<file path="src/rtl/hfrv_retire_monitor.sv">
// hfrv_retire_monitor: retire-port opcode coverage counters, ADDI result checker and FWFT trace FIFO.
// Optional HFRV_MON_STOP_ON_ERR_EN freezes sampling after the first ADDI mismatch until cnt_clear_i.
module hfrv_retire_monitor #(
    parameter int XLEN        = 32,
    parameter int TRACE_DEPTH = 16,
    parameter int CNT_WIDTH   = 16
) (
    input  logic                 clk_i,
    input  logic                 reset_n_i,
    input  logic                 enable_i,
    input  logic                 retire_valid_i,
    input  logic [XLEN-1:0]      retire_pc_i,
    input  logic [31:0]          retire_inst_i,
    input  logic                 retire_rd_we_i,
    input  logic [XLEN-1:0]      retire_rd_wdata_i,
    input  logic [XLEN-1:0]      retire_rs1_val_i,
    input  logic                 cnt_clear_i,
    input  logic [3:0]           cnt_sel_i,
    output logic [CNT_WIDTH-1:0] cnt_value_o,
    output logic                 trace_valid_o,
    input  logic                 trace_ready_i,
    output logic [XLEN-1:0]      trace_pc_o,
    output logic [31:0]          trace_inst_o,
    output logic                 trace_overflow_o,
    output logic                 addi_err_o,
    output logic [XLEN-1:0]      addi_err_pc_o
);
    localparam int AW = $clog2(TRACE_DEPTH);
    typedef enum logic [1:0] {IDLE, RUN, FROZEN} state_e;
    state_e                state_q, state_d;
    logic [CNT_WIDTH-1:0]  cnt_q [16];
    logic [CNT_WIDTH-1:0]  cnt_d [16];
    logic [CNT_WIDTH-1:0]  cnt_value_q;
    logic [AW:0]           wr_ptr_q, rd_ptr_q;
    logic [XLEN+31:0]      mem_q [TRACE_DEPTH];
    logic [XLEN+31:0]      head;
    logic                  overflow_q, addi_err_q;
    logic [XLEN-1:0]       addi_err_pc_q, addi_exp;
    logic [6:0]            op;
    logic [3:0]            cls;
    logic                  accept, empty, full, pop, push, drop, addi_mis;
    assign op  = retire_inst_i[6:0];
    assign cls = op == 7'h37 ? 4'd0 : op == 7'h17 ? 4'd1 : op == 7'h6F ? 4'd2 :
                 op == 7'h67 ? 4'd3 : op == 7'h63 ? 4'd4 : op == 7'h03 ? 4'd5 :
                 op == 7'h23 ? 4'd6 : op == 7'h13 ? 4'd7 : op == 7'h33 ? 4'd8 :
                 op == 7'h0F ? 4'd9 : op == 7'h73 ? 4'd10 : 4'd11;
    // A clear in the same cycle wins over the retire: it is neither counted nor traced.
    assign accept = retire_valid_i && state_q == RUN && !cnt_clear_i;
    assign empty  = wr_ptr_q == rd_ptr_q;
    assign full   = wr_ptr_q[AW] != rd_ptr_q[AW] && wr_ptr_q[AW-1:0] == rd_ptr_q[AW-1:0];
    assign pop    = !empty && trace_ready_i;
    assign push   = accept && (!full || pop);
    assign drop   = accept && full && !pop;
    assign addi_exp = retire_rs1_val_i + {{(XLEN-12){retire_inst_i[31]}}, retire_inst_i[31:20]};
    assign addi_mis = accept && op == 7'h13 && retire_inst_i[14:12] == 3'b000 &&
                      retire_inst_i[11:7] != 5'd0 && retire_rd_we_i && retire_rd_wdata_i != addi_exp;
    assign head = mem_q[rd_ptr_q[AW-1:0]];
    assign trace_valid_o    = !empty;
    assign trace_pc_o       = empty ? '0 : head[XLEN+31:32];
    assign trace_inst_o     = empty ? '0 : head[31:0];
    assign cnt_value_o      = cnt_value_q;
    assign trace_overflow_o = overflow_q;
    assign addi_err_o       = addi_err_q;
    assign addi_err_pc_o    = addi_err_pc_q;
    always_comb begin
        state_d = state_q;
        unique case (state_q)
            IDLE:    if (enable_i) state_d = RUN;
            RUN:     if (!enable_i) state_d = IDLE;
`ifdef HFRV_MON_STOP_ON_ERR_EN
                     else if (addi_mis) state_d = FROZEN;
`endif
            default: ;
        endcase
        if (cnt_clear_i) state_d = IDLE;
    end
    // Slots 13-15 are never incremented, so they read back as zero.
    always_comb begin
        for (int i = 0; i < 16; i++) cnt_d[i] = cnt_clear_i ? '0 : cnt_q[i];
        if (accept && !(&cnt_q[cls])) cnt_d[cls] = cnt_q[cls] + 1'b1;
        if (drop && !(&cnt_q[12])) cnt_d[12] = cnt_q[12] + 1'b1;
    end
    always_ff @(posedge clk_i or negedge reset_n_i) begin
        if (!reset_n_i) begin
            state_q       <= IDLE;
            for (int i = 0; i < 16; i++) cnt_q[i] <= '0;
            cnt_value_q   <= '0;
            wr_ptr_q      <= '0;
            rd_ptr_q      <= '0;
            overflow_q    <= 1'b0;
            addi_err_q    <= 1'b0;
            addi_err_pc_q <= '0;
        end else begin
            state_q     <= state_d;
            cnt_q       <= cnt_d;
            cnt_value_q <= cnt_q[cnt_sel_i];
            if (push) wr_ptr_q <= wr_ptr_q + 1'b1;
            if (pop) rd_ptr_q <= rd_ptr_q + 1'b1;
            if (cnt_clear_i) begin
                overflow_q    <= 1'b0;
                addi_err_q    <= 1'b0;
                addi_err_pc_q <= '0;
            end else begin
                if (drop) overflow_q <= 1'b1;
                if (addi_mis) begin
                    addi_err_q <= 1'b1;
                    if (!addi_err_q) addi_err_pc_q <= retire_pc_i;
                end
            end
        end
    end
    always_ff @(posedge clk_i) begin
        if (push) mem_q[wr_ptr_q[AW-1:0]] <= {retire_pc_i, retire_inst_i};
    end
endmodule

</file>
<file path="config.mk">
export PLATFORM = sky130hd
export DESIGN_NAME = hfrv_retire_monitor
export DESIGN_NICKNAME = d
export VERILOG_FILES = /design/src/rtl/hfrv_retire_monitor.sv
export SDC_FILE = /design/constraint.sdc
export NUM_CORES = 2
export LEC_CHECK = 0
export ABC_AREA = 1
export CORE_ASPECT_RATIO = 0.8
export CORE_MARGIN = 3
export CORE_UTILIZATION = 40
export DETAILED_ROUTE_END_ITERATION = 8
export GPL_TIMING_DRIVEN = 0
export SLEW_MARGIN = 20
export SYNTH_ARGS = -nofsm -noshare
export SYNTH_HDL_FRONTEND = slang
export SYNTH_SLANG_ARGS = --single-unit
</file>
<file path="constraint.sdc">
create_clock -name clk_i -period 4.8 [get_ports clk_i]
set_input_delay 0.72 -clock clk_i [delete_from_list [all_inputs] [get_ports clk_i]]
set_output_delay 0.72 -clock clk_i [all_outputs]
set_load 0.05 [all_outputs]
</file>
# Word level (Yosys, flattened, before mapping)
# Memory sizes are Yosys's and may differ from the RTL's.
# Cells that the tools add are included.
op_classes:
  magnitude_cmp: 3
  addsub: 5
  mux: 53
  n_eq_ne: 19
  n_bitwise: 2
  n_reduce_logical: 32
op_table:
  columns: ["operator", "count"]
  rows:
  - ["16-bit 2-to-1 mux", 22]
  - ["256-bit bitwise mux", 1]
  - ["256-bit 2-to-1 mux", 1]
  - ["32-bit 2-to-1 mux", 5]
  - ["16-bit binary-select mux with 4-bit select", 2]
  - ["16-bit demux with 4-bit select", 1]
  - ["16-bit by 1-bit adder with 16-bit output (second input constant)", 2]
  - ["32-bit adder", 1]
  - ["4-bit 2-to-1 mux", 8]
  - ["32-bit != test", 1]
  - ["16-bit AND reduction", 2]
  - ["7-bit equality test (second input constant)", 4]
  - ["7-bit by 6-bit equality test with 1-bit output (second input constant)", 3]
  - ["1-bit logical AND", 15]
  - ["7-bit by 5-bit equality test with 1-bit output (second input constant)", 2]
  - ["5-bit by 1-bit adder with 5-bit output (second input constant)", 2]
  - ["5-bit >= comparator (second input constant)", 2]
  - ["2-bit 2-to-1 mux", 5]
  - ["4-bit inverter with 5-bit output", 2]
  - ["7-bit by 2-bit equality test with 1-bit output (second input constant)", 1]
  - ["7-bit by 4-bit equality test with 1-bit output (second input constant)", 1]
  - ["1-bit 2-to-1 mux", 7]
  - ["1-bit logical NOT", 6]
  - ["3-bit != test (second input constant)", 2]
  - ["other kinds (15)", 16]
word_totals:
  ram_bits: 1024
  register_bits: 318
  out_inout_bits: 115
  elab_cells: 138
  n_memories: 1
memory_table:
  columns: ["memory", "depth", "width", "read_ports", "rd_ports_with_merged_regs", "wr", "line_no", "text"]
  rows:
  - ["mem_q", 16, 64, 1, 0, 1, "35", "logic [XLEN+31:0] mem_q [TRACE_DEPTH];"]

# Longest topological paths before layout
logic_depth:
  depth_word: 21
  depth_mapped: 25

# Least setup slack after synthesis
# OpenSTA, ideal clock, no wires.
synth_timing:
  kind: "in2reg"
  from: "input cnt_clear_i"
  to: "memory mem_q[15][0] in the netlist's numbering, enable pin"
  n_path_buf: 1
  cell_stages: 8
  arrival_time_ps: 4426
  slack_ps: -115
  cell_sequence: "clkbuf_1 inv_1 nand3_1 inv_1 nand2_1 inv_1 nand2_1 nor2_1"
synth_via:
  elab_chain_cells: 5
synth_lines:
  columns: ["element", "line_no", "text"]
  rows:
  - ["from (decl)", "17", "input logic cnt_clear_i,"]
  - ["1-bit logical NOT", "48", "assign accept = retire_valid_i && state_q == RUN && !cnt_clear_i;"]
  - ["1-bit logical AND", "48", null]
  - ["1-bit logical AND", "52", "assign push = accept && (!full || pop);"]
  - ["1-bit 2-to-1 mux", "113", "if (push) mem_q[wr_ptr_q[AW-1:0]] <= {retire_pc_i, retire_inst_i};"]
  - ["1-bit 2-to-1 mux (implied by the code)", "113", null]
  - ["to (decl)", "35", null]
# No other way between the ends.

# Final worst setup path
layout_timing:
  from: "register rd_ptr_q[0]"
  to: "output trace_pc_o[4]"
layout_via:
  elab_chain_cells: 2
layout_lines:
  columns: ["element", "line_no", "text"]
  rows:
  - ["from (decl)", "34", "logic [AW:0] wr_ptr_q, rd_ptr_q;"]
  - ["from (signal assigned)", "98", "if (pop) rd_ptr_q <= rd_ptr_q + 1'b1;"]
  - ["memory 16 x 64 bit / 5-bit equality test (equally long branches)", null, null]
  - ["32-bit 2-to-1 mux (*)", "59", "assign trace_pc_o = empty ? '0 : head[XLEN+31:32];"]
  - ["to (decl)", "22", "output logic [XLEN-1:0] trace_pc_o,"]
# Mark *: on every way between the ends. The rest lies on a longest branch, timed or not.

==> metrics.yaml <==
routing:
  post-route-drc-count: 0
  wl_per_cell_um: 26.1
  detail-route-antenna-nets: 0
  dr.pass1.iters: 6
  drt_wl_total_um: 224000
  via_per_inst: 5.61
  vias: 48228
  drt_iter0_markers: 6081
global_route:
  grt_max_degree: 78
  grt_pass1_wl_um: 322000
  grt_pass1_vias: 45342
  grt_usage_pct: 28.0
  antenna_found_initial: 13
  overflow: 0
die:
  initial_utilization_pct: 40.5
  die_h_um: 355
  die_width_um: 443
  io-pin-count: 254
  dieArea_um2: 157000
  coreArea_um2: 151000
  num_rows: 127
final_layout:
  final_common_cell: "nand2_1"
  drive_gt1_share_pct: 8.51
  areaGrowthSynthToFinish_pct: 19.1
  nets: 6654
  final_cell_mix: "nand2_1, edfxtp_1, nor2_1, o21ai_0, inv_1"
  nFillCells: 13873
  fin_area_um2: 72600
power:
  p_int_mw: 22.8
  leakagePower_nw: 27.5
  powerDensity_nw_per_um2: 525
  p_clk_share_pct: 29.5
  switching_share_pct: 40.3
  sequentialPowerShare_pct: 33.6
  ir_drop_uv: 403
  power_frac_comb_pct: 36.9
  p_sw_mw: 15.4
placed_design:
  gp_congestion: 0.983
  io_buffers: 249
  dpl_cell_area_um2: 67500
  dp_hpwl_um: 161000
timing:
  slew_viol_final: 0
  finalSetupViolations: 0
  hold-worst-slack_ns: 0.387
  finalHoldViolCount: 0
  clock_skew_ns: 0.0469
  fmax_ghz: 0.213
  grt_setup_unrepaired: "false"
  relSlewSlack_pct: 15.1
  worstMarginPinSlew_ns: 1.27
  finalCriticalPeriod_ns: 4.69
  finalCritPeriodShare_pct: 97.7
clocking:
  cts_tree: "yes"
  cts_root_buf: "clkbuf_16"
  clk_pin_slew_ns: 0.06
  cts.sinks: 1341
  clkLatencyLatePin_ns: 0.79
  cts_buffers: 143
  clock_path_buffers: 3
  h-tree-depth: 4
synth:
  ys_seq_area_share_pct: 63.4
  dominantRegCellSynth: "edfxtp_1"
  yosysTopAreaCell: "edfxtp_1"
  avgSynthCellArea_um2: 10.1
  ys_types: 49
  yosysWarningCount: 0
  syn_inst: 6020
  async_reset_ff_share_pct: 23.6
  synthesis.nets: 6198
  syn_area_um2: 61000
  synth_edf_count: 1024
  ys_top_cells_by_area: "edfxtp_1, dfrtp_1, nand2_1, nor2_1, o21ai_0"
  synth_seq_cells: 1341
  synth_top_area_share_pct: 50.4
critical_path:
  endpoint_kind: "primary output"
  setup.worst_path.start: "rd_ptr_q[0]"
  regToRegSetupSlack_ns: 0.81
  cp.required_ns: 4.08
  worstSetupPathType: "register to primary output"
  reg2reg_depth: 12
  cp_cell_sequence: "clkbuf_2 -> clkbuf_4 -> clkbuf_1 -> o21ai_0 -> o32ai_1 -> o211ai_1 -> a31oi_1 -> clkdlybuf4s15_2"
  critPathCapture: "trace_pc_o[4]"
  crit_fanout: 10
  critPathArrivalTime_ns: 3.97
  cpPeakStageDelay_ns: 0.57
  start_kind: "register"
  reg2reg_to: "mem_q[15][57]"
  cp_slowest_cell: "clkbuf_1"
  r2r_start: "rd_ptr_q[2]"
status:
  outcome: "finished, final reports clean"
flow_run:
  cap_viol_max_count: 0
hold_path:
  min_path_type: "primary input to register"
kinds of logic (layout without fill, tap and decap cells):
logic type,count (synthesis),after routing,synth area share [%]
flops,1341,1341,63.4
compound gates,1131,1131,11.4
xor+xnor,54,54,0.776
buf+inv,850,1420,5.58
simple gates,2497,2497,16.3
other cells,0,6,0
fa+ha+maj,39,39,0.813
mux,108,108,1.77
worst min-delay path by stage:
| stage | slack [ns] | to | cells after the start | from |
|---|---|---|---|---|
| floorplan | 0.42 | addi_err_o | 0 | reset_n_i |
| global placement | 0.46 | addi_err_pc_o[7] | 2 | addi_err_pc_o[7] |
| detailed placement | 0.46 | addi_err_pc_o[22] | 2 | addi_err_pc_o[22] |
| CTS | 0.39 | addi_err_pc_o[30] | 2 | reset_n_i |
| global route | 0.37 | mem_q[2][1] | 1 | retire_inst_i[1] |
| finish | 0.39 | mem_q[8][20] | 1 | retire_inst_i[20] |
cells in the mapped netlist, drive strengths merged (2+ instances only):
cell type / count
nand2: 1289
edfxtp: 1024
nor2: 983
o21ai: 580
inv: 481
dfrtp: 317
clkbuf: 265
nand3: 160
o32ai: 156
a21oi: 154
o221ai: 126
mux2i: 107
buf: 102
a31oi: 66
ha: 38
nand4: 37
xor2: 29
o211ai: 28
xnor2: 25
nor3: 15
o22ai: 10
and2: 4
nand3b: 4
nor4: 4
o21bai: 3
o31a: 3
a21o: 2
clkinv: 2
area by class of cell:
type	instances	area [µm²]	area share, %
flip-flops and latches	1341	38700	53.3
repair buffers	311	3900	5.37
multi-input cells	3829	19200	26.5
diodes	6	15.0	0.0207
well taps	1999	2500	3.44
clock inverters	70	811	1.12
inverters	483	1820	2.50
plain buffers	367	1760	2.43
clock buffers	189	3920	5.39
metrics by stage:
stage | instances | total power [mW] | utilization [%] | TNS, ns | worst slack, ns
final | 8595 | 38.1 | 48.2 | 0 | 0.112
after global routing | 8592 | 39.5 | 48.2 | 0 | 0.00211
after CTS | 8586 | 38.2 | 48.2 | 0 | 0.00122
after detailed placement | 8326 | 27.2 | 44.8 | -523.52 | -2.53
after global placement | 8268 | 27.0 | 43.8 | -6657.86 | -12.11
after floorplan | 6020 | 21.2 | - | -13.77 | -0.0717
state kept, by name (all words and copies together), names as in the netlist:
signal / count
cnt_q: 256
trace_overflow_o: 1
addi_err_pc_o: 32
addi_err_o: 1
state_q: 1
cnt_value_o: 16
mem_q: 1024
rd_ptr_q: 5
wr_ptr_q: 5
power by group through the flow:
stage / clock [mW] / combinational, mW / sequential (mW)
final: 11.2 / 14.1 / 12.8
after global routing: 11.9 / 14.8 / 12.8
after CTS: 11.4 / 14.0 / 12.8
after detailed placement: 0 / 14.1 / 13.0
after global placement: 0 / 13.9 / 13.1
after floorplan: 0 / 8.07 / 13.2
worst max-delay path: cells and delay by family, from the launching register on:
family,cells,cell delay (ns)
buffers and inverters,4,1.74
AOI/OAI and AO/OA,4,1.02
DFF,1,0.40
routing by layer:
| layer | share of wire (%) | track usage (%) |
|---|---|---|
| met4 | 2.9 | 8.28 |
| met3 | 11 | 7.35 |
| met1 | 44 | 41.3 |
| met5 | 0 | 0 |
| met2 | 42 | 40.3 |
what timing repair did:
action | 4_1_cts | 5_1_grt
pin swaps | 1 | 1
hold buffers | 1 | 0
gates resized for setup | 295 | 76
gates cloned | 0 | 0
endpoints found under the hold margin | 41 | 0
setup buffers | 0 | 2
setup endpoints to repair | 288 | 259
(Power assumes the default switching activity.)
